File: src/rtl/dl_arb_pkg.sv
// Shared types and helpers for the dl_rr_arbiter family.
// Holds the arbiter state encoding, pointer sizing and modular index arithmetic.
package dl_arb_pkg;

  typedef enum logic {
    IDLE  = 1'b0,
    OWNED = 1'b1
  } arb_state_e;

  // Width of an index into n requesters; never narrower than one bit.
  function automatic int ptr_width(input int n);
    return (n < 2) ? 1 : $clog2(n);
  endfunction

  function automatic int wrap_add(input int a, input int b, input int n);
    return (a + b) % n;
  endfunction

endpackage

File: src/rtl/dl_rr_pick.sv
// Combinational rotating-priority picker: first unmasked request at or after base.
// Wraps modulo NUM_REQ, so non-power-of-two requester counts are handled.
module dl_rr_pick
  import dl_arb_pkg::*;
#(
  parameter  int NUM_REQ = 4,
  localparam int W       = ptr_width(NUM_REQ)
) (
  input  logic [NUM_REQ-1:0] req,
  input  logic [W-1:0]       base,
  input  logic [NUM_REQ-1:0] mask,
  output logic               found,
  output logic [NUM_REQ-1:0] winner,
  output logic [W-1:0]       winner_idx
);

  logic [W-1:0] cand;

  // NOTE: every variable driven here gets a default first, so no path can
  // leave it unassigned and infer a latch.
  always_comb begin
    found      = 1'b0;
    winner     = '0;
    winner_idx = '0;
    cand       = '0;
    for (int i = 0; i < NUM_REQ; i++) begin
      cand = W'(wrap_add(int'(base), i, NUM_REQ));
      if (!found && req[cand] && !mask[cand]) begin
        found        = 1'b1;
        winner[cand] = 1'b1;
        winner_idx   = cand;
      end
    end
  end

endmodule

File: src/rtl/dl_rr_arbiter.sv
// Round-robin arbiter granting one multi-cycle resource to NUM_REQ requesters.
// Grants are registered and held until last beat, abandon, or the hold limit.
module dl_rr_arbiter
  import dl_arb_pkg::*;
#(
  parameter  int NUM_REQ  = 4,
  parameter  int MAX_HOLD = 8,
  localparam int W        = ptr_width(NUM_REQ)
) (
  input  logic               clk,
  input  logic               rst,
  input  logic [NUM_REQ-1:0] req,
  input  logic [NUM_REQ-1:0] last,
  output logic [NUM_REQ-1:0] gnt,
  output logic [W-1:0]       gnt_idx,
  output logic               gnt_valid,
  output logic               timeout
);

  localparam int            HW       = (MAX_HOLD < 1) ? 1 : $clog2(MAX_HOLD + 1);
  localparam logic [HW-1:0] HOLD_MAX = HW'(MAX_HOLD);

  arb_state_e         state, state_nxt;
  logic [W-1:0]       ptr, ptr_nxt;
  logic [HW-1:0]      hold_cnt, hold_nxt;
  logic [NUM_REQ-1:0] gnt_nxt;
  logic [W-1:0]       idx_nxt;
  logic               timeout_nxt;

  logic               rel_last, rel_abandon, rel_force, release_now;
  logic [W-1:0]       owner_next;
  logic [W-1:0]       pick_base;
  logic [NUM_REQ-1:0] pick_mask;
  logic               pick_found;
  logic [NUM_REQ-1:0] pick_winner;
  logic [W-1:0]       pick_idx;

  // The registered gnt_idx is the owner; gnt doubles as the owner mask.
  assign rel_last    = req[gnt_idx] & last[gnt_idx];
  assign rel_abandon = ~req[gnt_idx];
  assign rel_force   = (MAX_HOLD != 0) && (hold_cnt == HOLD_MAX);
  assign release_now = (state == OWNED) && (rel_last || rel_abandon || rel_force);
  assign owner_next  = W'(wrap_add(int'(gnt_idx), 1, NUM_REQ));
  assign pick_base   = (state == OWNED) ? owner_next : ptr;
  assign pick_mask   = (state == OWNED) ? gnt : '0;

  dl_rr_pick #(.NUM_REQ(NUM_REQ)) u_pick (
    .req        (req),
    .base       (pick_base),
    .mask       (pick_mask),
    .found      (pick_found),
    .winner     (pick_winner),
    .winner_idx (pick_idx)
  );

  // NOTE: sequential state uses non-blocking assignments so every register
  // samples the pre-edge values regardless of process ordering.
  always_ff @(posedge clk or posedge rst) begin
    if (rst) state <= IDLE;
    else     state <= state_nxt;
  end

  always_comb begin
    state_nxt = state;
    case (state)
      IDLE:    if (pick_found) state_nxt = OWNED;
      OWNED:   if (release_now && !pick_found) state_nxt = IDLE;
      default: state_nxt = IDLE;
    endcase
  end

  always_comb begin
    gnt_nxt     = gnt;
    idx_nxt     = gnt_idx;
    ptr_nxt     = ptr;
    hold_nxt    = hold_cnt;
    timeout_nxt = 1'b0;
    case (state)
      IDLE: begin
        if (pick_found) begin
          gnt_nxt  = pick_winner;
          idx_nxt  = pick_idx;
          hold_nxt = HW'(1);
        end
      end
      OWNED: begin
        if (release_now) begin
          ptr_nxt     = owner_next;
          // Only a pure hold-limit release is reported as a timeout.
          timeout_nxt = rel_force && !rel_last && !rel_abandon;
          if (pick_found) begin
            gnt_nxt  = pick_winner;
            idx_nxt  = pick_idx;
            hold_nxt = HW'(1);
          end else begin
            gnt_nxt  = '0;
            idx_nxt  = '0;
            hold_nxt = '0;
          end
        end else if (MAX_HOLD != 0 && hold_cnt != HOLD_MAX) begin
          hold_nxt = hold_cnt + HW'(1);
        end
      end
      default: ;
    endcase
  end

  always_ff @(posedge clk or posedge rst) begin
    if (rst) begin
      ptr       <= '0;
      hold_cnt  <= '0;
      gnt       <= '0;
      gnt_idx   <= '0;
      gnt_valid <= 1'b0;
      timeout   <= 1'b0;
    end else begin
      ptr       <= ptr_nxt;
      hold_cnt  <= hold_nxt;
      gnt       <= gnt_nxt;
      gnt_idx   <= idx_nxt;
      gnt_valid <= |gnt_nxt;
      timeout   <= timeout_nxt;
    end
  end

endmodule

File: config.mk
export PLATFORM = sky130hd
export DESIGN_NAME = dl_rr_arbiter
export DESIGN_NICKNAME = d
export VERILOG_FILES = /design/src/rtl/dl_arb_pkg.sv /design/src/rtl/dl_rr_pick.sv /design/src/rtl/dl_rr_arbiter.sv
export SDC_FILE = /design/constraint.sdc
export NUM_CORES = 1
export LEC_CHECK = 0
export CORE_UTILIZATION = 30
export CTS_BUF_LIST = sky130_fd_sc_hd__clkbuf_4 sky130_fd_sc_hd__clkbuf_8
export DETAILED_ROUTE_END_ITERATION = 8
export PLACE_DENSITY_LB_ADDON = 0.25
export REMOVE_ABC_BUFFERS = 1
export SYNTH_ARGS = -nofsm -noshare
export SYNTH_HDL_FRONTEND = slang
export SYNTH_SLANG_ARGS = --single-unit
File: constraint.sdc
create_clock -name clk -period 4.7 [get_ports clk]
set_input_delay 0.47 -clock clk [delete_from_list [all_inputs] [get_ports clk]]
set_output_delay 0.47 -clock clk [all_outputs]
set_load 0.02 [all_outputs]
==> results of run 1 <==
==> sequential cells by signal, summed over array words and instances (netlist names) <==
register / flops
gnt: 4
gnt_idx: 2
gnt_valid: 1
hold_cnt: 4
ptr: 2
state: 1
timeout: 1
==> layer usage <==
layer	share of wire	wire length (um)
met5	0	0
met4	0.020	60
met3	0.031	95
met2	0.51	1560
met1	0.44	1330
==> area by class of cell <==
| type | instances | area share |
|---|---|---|
| inverter | 12 | 0.0297 |
| timing repair buffer | 17 | 0.112 |
| clock buffer | 3 | 0.0272 |
| clock inverter | 1 | 0.00330 |
| multi-input combinational | 115 | 0.539 |
| tap | 50 | 0.0412 |
| sequential | 15 | 0.247 |
==> stage by stage <==
step                      std cells   util  cell area [sq um]
after floorplan                 142      -               1240
after CTS                       213  0.377               1520
final                           213  0.377               1520
after global routing            213  0.377               1520
after detailed placement        209  0.365               1470
after global placement          209  0.365               1470
==> worst max-delay path, delay by kind of cell, from the launching register on <==
kind / cells / cell delay [ns]
flops: 1 / 0.60
xor+xnor: 1 / 0.23
simple gates: 3 / 0.48
fa+ha+maj: 1 / 0.41
compound gates: 4 / 1.33
==> cells in the final DEF (no fill, tap or decap), types with 2 or more instances in the layout <==
cell type and count:
mux2_2 2, o21bai_1 2, a21oi_1 11, o221a_2 2, dfrtp_1 15, nor2_1 14, or3_1 2, o21ai_0 10
inv_1 11, nand3_1 5, a221oi_1 4, clkbuf_8 3, o32ai_1 2, mux2i_1 5, clkdlybuf4s50_1 17, nand2_1 20
ha_1 10, nand2b_2 2, xor2_1 2, nand2_2 2
==> logic make-up (layout without fill, tap and decap cells) <==
family,Yosys count,after routing,share of synthesized area
flip-flops,15,15,0.296
buffers and inverters,15,33,0.0573
AND/OR/NAND/NOR,52,52,0.192
adder cells (fa/ha/maj),10,10,0.0988
multiplexers,8,8,0.0751
XOR/XNOR,2,2,0.0138
AO/OA/AOI/OAI,43,43,0.267
==> how the worst max path moves through the flow <==
stage	from	slack, ns	endpoint	depth (start not counted)
after floorplan	gnt_idx[0]$_DFFE_PP0P_	1.91	gnt_valid$_DFF_PP0_	9
after global placement	gnt_idx[0]$_DFFE_PP0P_	1.77	gnt_valid$_DFF_PP0_	9
after detailed placement	gnt_idx[0]$_DFFE_PP0P_	1.58	gnt_valid$_DFF_PP0_	9
after CTS	gnt_idx[0]$_DFFE_PP0P_	1.56	gnt_valid$_DFF_PP0_	9
after global routing	gnt_idx[0]$_DFFE_PP0P_	1.26	gnt_valid$_DFF_PP0_	9
final	gnt_idx[0]$_DFFE_PP0P_	1.51	gnt_valid$_DFF_PP0_	9
==> results.yml, run 1 <==
outcome:
  status: "completed"
logic_synthesis:
  ys_warn_count: 0
  syn_area_sq_mm: 0.00127
  yosysMostFrequentCell: "nand2_1"
  syn_inst: 145
  yosysTopAreaCell: "dfrtp_1"
  ys_types: 41
  synth_edf_count: 0
  avgSynthCellArea_sq_um: 8.73
  netlist.area_leader.share: 0.296
  synth_common_cells: "nand2_1 (20), dfrtp_1 (15), nor2_1 (14)"
  yosysSeqAreaShare: 0.296
  async_flop_share: 1.00
  yosys-top-cells-area: "dfrtp_1 (30%), ha_1 (9.9%), nand2_1 (5.9%), a21oi_1 (4.3%), nor2_1 (4.2%)"
  synth_ff_type: "dfrtp_1"
  ys_seq_elements: 15
grt:
  grt_pass1_vias: 1123
  grt_overflow: 0
  top_usage_layer: "met2"
  met1_usage: 0.191
  grt_use_total: 0.159
  grtUsageMet2: 0.279
  antenna_found_initial: 0
  grt_max_degree: 17
  grt_pass1_wl_um: 5250
  met3_usage: 0.0171
drt:
  drc: 0
  vias_per_cell: 5.29
  wl_um: 3040
  firstDrtPassIters: 4
  wl_per_cell_um: 14.3
  drtIter0Drc: 116
  ant_nets: 0
  vias: 1126
setup_path:
  crit_arrival_ns: 3.31
  reg2reg_depth: 9
  critical_path_class: "reg2reg"
  ff2ff_setup_slack_ns: 1.51
  crit_chain: "xor2_1 > nor2_1 > or2_1 > ha_1 > o32ai_2 > a21oi_2 > a221oi_1 > a41o_1 > nand2_1"
  max_stage_delay_ns: 0.60
  r2r_start: "gnt_idx[0]$_DFFE_PP0P_"
  worstSetupStartpointType: "register"
  cp-end-kind: "register"
  required_ns: 4.82
  r2r_end: "gnt_valid$_DFF_PP0_"
  crit_fanout: 13
  critPathSlowestCell: "dfrtp_1"
die:
  io_pins: 18
  dieArea_sq_mm: 0.00448
  start_util: 0.314
  die_h_um: 67.0
  fp-row-count: 23
  die-width_um: 67.0
  coreArea_sq_mm: 0.00403
sta:
  slew_headroom: 0.634
  fin_hold_ws_ns: 0.525
  rsz0062_at_grt: "no"
  final_max_slew_viol_count: 0
  max_freq_mhz: 313
  tightestPinTransition_ns: 0.549
  period_needed_ns: 3.19
  setup_viol: 0
  finClkSkew_ns: 0.00218
  hold_viol: 0
  finalCritPeriodShare: 0.680
  final.setup.tns_ns: 0
  worst_slack_ns: 1.51
cts:
  cts.clk_slew.worst_paths_ns: 0.06
  post-cts-setup-buffers: 0
  postCtsHoldBufs: 0
  ctsResizeCount: 0
  clk_path_buf_depth: 2
  cts_made_buffers: 3
  cts_max_level: 1
  cts_num_sinks: 15
  root_buffer: "clkbuf_8"
  clk_latency_ns: 0.24
  cts_tree: "done"
layout:
  layout-drive-gt1-share: 0.129
  regArea_sq_um: 375
  nNetsFinal: 184
  fillCellCount: 427
  num_antenna_cells: 0
  syn_to_final_growth_pct: 19.9
  multi_input_area_sq_um: 818
place:
  port_buffers: 17
  gp_congestion: 0.838
  dp_hpwl_um: 2510
  pre_cts_ws_ns: 1.58
worst_hold_path:
  min-delay-start: "ptr[1]$_DFFE_PP0P_"
  hold_end: "ptr[1]$_DFFE_PP0P_"
  worstHoldPathType: "reg2reg"
  min_path_cells: 1
run:
  drv_cap: 0
Power of run 1 is not shown: default switching activity piles up to over one toggle a cycle in this logic, so the estimate is an artifact.
==> run 2, diff against run 1 <==
==> constraint.sdc (replaced) <==
create_clock -name clk -period 2.65 [get_ports clk]
set_input_delay 0.265 -clock clk [delete_from_list [all_inputs] [get_ports clk]]
set_output_delay 0.265 -clock clk [all_outputs]
set_load 0.02 [all_outputs]
==> results.yml, run 2 (synthesis gave the netlist of run 1 again) <==
outcome:
  status: "completed"
sta:
  finClkSkew_ns: 0.00581
  worst_slack_ns: 0.109
  hold_viol: 0
  finalCritPeriodShare: 0.959
  tightestPinTransition_ns: 0.558
  final_max_slew_viol_count: 0
  max_freq_mhz: 393
  final.setup.tns_ns: 0
  slew_headroom: 0.628
  setup_viol: 0
  period_needed_ns: 2.54
setup_path:
  cp.depth: 11
  crit_buf_inv: 1
  required_ns: 2.77
  r2r_end: "gnt_valid$_DFF_PP0_"
  ff2ff_setup_slack_ns: 0.11
  cp-endpoint: "gnt_valid$_DFF_PP0_"
  crit_chain: "nand2b_2 > nand2_2 > ha_2 > o31ai_1 > o32ai_4 > buf_4 > nand2_1 > mux2i_1 > a221oi_2 > a41o_1 > nand2_1"
  crit_arrival_ns: 2.66
  critPathSlowestCell: "dfrtp_1"
  crit_path_start: "state$_DFF_PP0_"
  cp-end-kind: "register"
  worstSetupStartpointType: "register"
  reg2reg_depth: 11
  max_stage_delay_ns: 0.48
  critical_path_class: "reg2reg"
  r2r_start: "state$_DFF_PP0_"
  critPathMostFrequentCell: "nand2_1"
  path_delay_family: "compound AO/OA/AOI/OAI gates"
  crit_fanout: 10
run:
  drv_cap: 0
cts:
  clk_path_buf_depth: 2
  postCtsHoldBufs: 0
  clk_latency_ns: 0.24
  cts_made_buffers: 3
  root_buffer: "clkbuf_8"
  cts.clk_slew.worst_paths_ns: 0.06
  cts_num_sinks: 15
  cts_tree: "done"
  cts_max_level: 1
place:
  placedCellCount: 217
  pre_cts_ws_ns: 0.0941
  dp_hpwl_um: 2510
  gp_congestion: 0.967
  port_buffers: 17
layout:
  stdcell_count: 222
  syn_to_final_growth_pct: 29.3
  multi_input_area_sq_um: 868
  regArea_sq_um: 375
  fillCellCount: 410
  mostFrequentLayoutCells: "nand2_1 (20), clkdlybuf4s50_1 (17), dfrtp_1 (15)"
  nNetsFinal: 193
  largest_registers: "gnt (4), hold_cnt (4)"
  layout-drive-gt1-share: 0.209
  num_antenna_cells: 0
  final_common_cell: "nand2_1"
drt:
  firstDrtPassIters: 4
  drc: 0
  wl_per_cell_um: 14.1
  wl_um: 3130
  drtIter0Drc: 65
  vias: 1154
  vias_per_cell: 5.20
  ant_nets: 0
die:
  die-width_um: 67.0
  coreArea_sq_mm: 0.00403
  start_util: 0.314
  die_h_um: 67.0
  fp-row-count: 23
  dieArea_sq_mm: 0.00448
  io_pins: 18
grt:
  grt_max_degree: 16
  antenna_found_initial: 0
  grt_pass1_vias: 1069
  grt_pass1_wl_um: 4800
  grt_use_total: 0.142
  grt_overflow: 0
worst_hold_path:
  worstHoldPathType: "in2async"
==> run 2: layer usage <==
layer | part of all wire | up-vias | global-route usage
met5 | 0 | - | 0
met4 | 0.011 | 0 | 0.0426
met3 | 0.019 | 4 | 0.00514
met2 | 0.54 | 16 | 0.266
met1 | 0.42 | 561 | 0.172
li1 | - | 573 | -
==> run 2: timing repair <==
item | CTS | global route
setup endpoints to repair | 0 | 3
buffers inserted | 0 | 1
resized for setup | 0 | 8
==> run 2: layout make-up <==
| class | count | area share |
|---|---|---|
| Sequential cell | 15 | 0.229 |
| Multi-Input combinational cell | 115 | 0.530 |
| Clock buffer | 4 | 0.0298 |
| Timing Repair Buffer | 26 | 0.145 |
| Tap cell | 50 | 0.0382 |
| Inverter | 12 | 0.0275 |
==> run 2: worst min path at each step <==
stage / from / to / slack [ns]
2_1_floorplan: rst / gnt[0]$_DFF_PP0_ / 0.17
3_3_place_gp: ptr[1]$_DFFE_PP0P_ / ptr[1]$_DFFE_PP0P_ / 0.50
3_5_place_dp: hold_cnt[2]$_DFFE_PP0P_ / hold_cnt[2]$_DFFE_PP0P_ / 0.50
4_1_cts: rst / hold_cnt[3]$_DFFE_PP0P_ / 0.40
5_1_grt: rst / hold_cnt[3]$_DFFE_PP0P_ / 0.42
6_report: rst / hold_cnt[3]$_DFFE_PP0P_ / 0.37
==> run 2: stage by stage <==
step | hold WS, ns | area [sq um] | utilization
after global routing | 0.418 | 1640 | 0.407
after global placement | 0.498 | 1530 | 0.380
final | 0.367 | 1640 | 0.407
after CTS | 0.395 | 1580 | 0.392
after floorplan | 0.166 | 1240 | -
after detailed placement | 0.503 | 1530 | 0.380
==> run 2: worst register-to-register path, stage by stage (launching register included) <==
cell and delay, ns:
dfrtp_1 0.48, nand2b_2 0.27, nand2_2 0.17, ha_2 0.34, o31ai_1 0.12, o32ai_4 0.15
buf_4 0.18, nand2_1 0.07, mux2i_1 0.08, a221oi_2 0.29, a41o_1 0.22, nand2_1 0.05
Power of run 2 is left out for the same reason.
==> run 3, diff against run 2 <==
==> constraint.sdc (replaced) <==
create_clock -name clk -period 2.65 [get_ports clk]
set_input_delay 0.53 -clock clk [delete_from_list [all_inputs] [get_ports clk]]
set_output_delay 0.53 -clock clk [all_outputs]
set_load 0.02 [all_outputs]
==> results.yml, run 3 (synthesis gave the netlist of run 1 again) <==
sta:
  tightestPinTransition_ns: 0.546
  slew_headroom: 0.636
  final_max_slew_viol_count: 0
  hold_viol: 0
  setup_viol: 0
  finClkSkew_ns: 0.00123
  max_freq_mhz: 388
  period_needed_ns: 2.58
  finalCritPeriodShare: 0.972
  worst_slack_ns: 0.0747
setup_path:
  r2r_end: "gnt_valid$_DFF_PP0_"
  critPathSlowestCell: "or3_1"
  ff2ff_setup_slack_ns: 0.07
  crit_arrival_ns: 2.76
  crit_buf_inv: 0
  max_stage_delay_ns: 0.43
  path_delay_family: "simple AND/OR/NAND/NOR gates"
  reg2reg_depth: 9
  worstSetupStartpointType: "register"
  required_ns: 2.83
  r2r_start: "gnt_idx[0]$_DFFE_PP0P_"
  cp-end-kind: "register"
  crit_fanout: 5
  crit_chain: "xor2_1 > nor2_1 > or2_1 > ha_2 > or3_1 > a211oi_4 > a221oi_2 > a41o_1 > nand2_1"
  critical_path_class: "reg2reg"
die:
  die-width_um: 67.0
  coreArea_sq_mm: 0.00403
  fp-row-count: 23
  io_pins: 18
  die_h_um: 67.0
  dieArea_sq_mm: 0.00448
  start_util: 0.314
worst_hold_path:
  worstHoldPathType: "reg2reg"
  min-delay-start: "ptr[1]$_DFFE_PP0P_"
  min_path_cells: 1
  hold_end: "ptr[1]$_DFFE_PP0P_"
layout:
  nNetsFinal: 205
  num_antenna_cells: 0
  syn_to_final_growth_pct: 36.7
  final_common_cell: "buf_4"
  fillCellCount: 402
  layout-drive-gt1-share: 0.266
  stdcell_count: 234
  largest_registers: "gnt (4), hold_cnt (4)"
  mostFrequentLayoutCells: "buf_4 (21), nand2_1 (20), clkdlybuf4s50_1 (17)"
grt:
  grt_max_degree: 16
  grt_overflow: 0
  antenna_found_initial: 0
  grt_pass1_wl_um: 5220
  grt_pass1_vias: 1149
  grt_use_total: 0.156
place:
  dp_hpwl_um: 2620
  port_buffers: 17
  placedCellCount: 229
  gp_congestion: 0.887
  pre_cts_ws_ns: -0.111
drt:
  vias_per_cell: 5.11
  wl_per_cell_um: 14.0
  vias: 1196
  drtIter0Drc: 86
  firstDrtPassIters: 4
  drc: 0
  ant_nets: 0
  wl_um: 3270
cts:
  cts_tree: "done"
  cts_max_level: 1
  cts_num_sinks: 15
  root_buffer: "clkbuf_8"
  cts_made_buffers: 3
  postCtsHoldBufs: 0
  clk_path_buf_depth: 2
  cts.clk_slew.worst_paths_ns: 0.05
  clk_latency_ns: 0.24
outcome:
  status: "completed"
run:
  drv_cap: 0
## run 3: cell count changes in the layout (fill, tap and decap cells not counted), sizes merged
| cell | previous run | this run |
|---|---|---|
| buf | 9 | 21 |
## run 3: final cells by class
type | count | area [sq um] | area share
multi-input combinational | 115 | 870 | 0.503
sequential | 15 | 377 | 0.218
timing repair buffer | 38 | 328 | 0.189
tap | 50 | 62.6 | 0.0362
clock buffer | 4 | 48.8 | 0.0282
inverter | 12 | 45.0 | 0.0260
## run 3: worst max path at each step
stage | start | end | slack [ns] | cells after the start
finish | gnt_idx[0]$_DFFE_PP0P_ | gnt_valid$_DFF_PP0_ | 0.07 | 9
CTS | gnt_idx[0]$_DFFE_PP0P_ | gnt_valid$_DFF_PP0_ | 0.04 | 9
detailed placement | req[1] | gnt_valid$_DFF_PP0_ | -0.11 | 9
global placement | req[1] | gnt_valid$_DFF_PP0_ | -0.05 | 9
floorplan | gnt_idx[0]$_DFFE_PP0P_ | gnt_valid$_DFF_PP0_ | -0.14 | 9
global route | gnt_idx[0]$_DFFE_PP0P_ | gnt_valid$_DFF_PP0_ | -0.005 | 9
## run 3: repair_timing
item | in CTS | in global routing
setup buffers | 0 | 1
gates resized for setup | 0 | 9
setup endpoints to repair | 0 | 5
## run 3: metal layers
metal / vias to the layer above / GRT usage / part of all wire / routed length, um
met2: 34 / 0.271 / 0.52 / 1690
met5: - / 0 / 0 / 0
met4: 0 / 0.0745 / 0.016 / 53
met3: 7 / 0.0205 / 0.047 / 153
li1: 599 / - / - / -
met1: 556 / 0.186 / 0.42 / 1380
## run 3: worst reg2reg max path: cells and delay by family, from the launching register on
family | cells | cell delay (ns)
compound gates | 3 | 0.73
flops | 1 | 0.42
xor+xnor | 1 | 0.22
simple gates | 4 | 0.80
fa+ha+maj | 1 | 0.33
## run 3: stage by stage
step | instance area [sq um] | hold WS (ns) | util | TNS [ns]
detailed placement | 1620 | 0.503 | 0.402 | -0.218
global route | 1730 | 0.537 | 0.430 | -0.00506
floorplan | 1240 | 0.431 | - | -0.186
CTS | 1670 | 0.516 | 0.415 | 0
global placement | 1620 | 0.493 | 0.402 | -0.0851
finish | 1730 | 0.511 | 0.430 | 0
Power of run 3 is left out for the same reason.
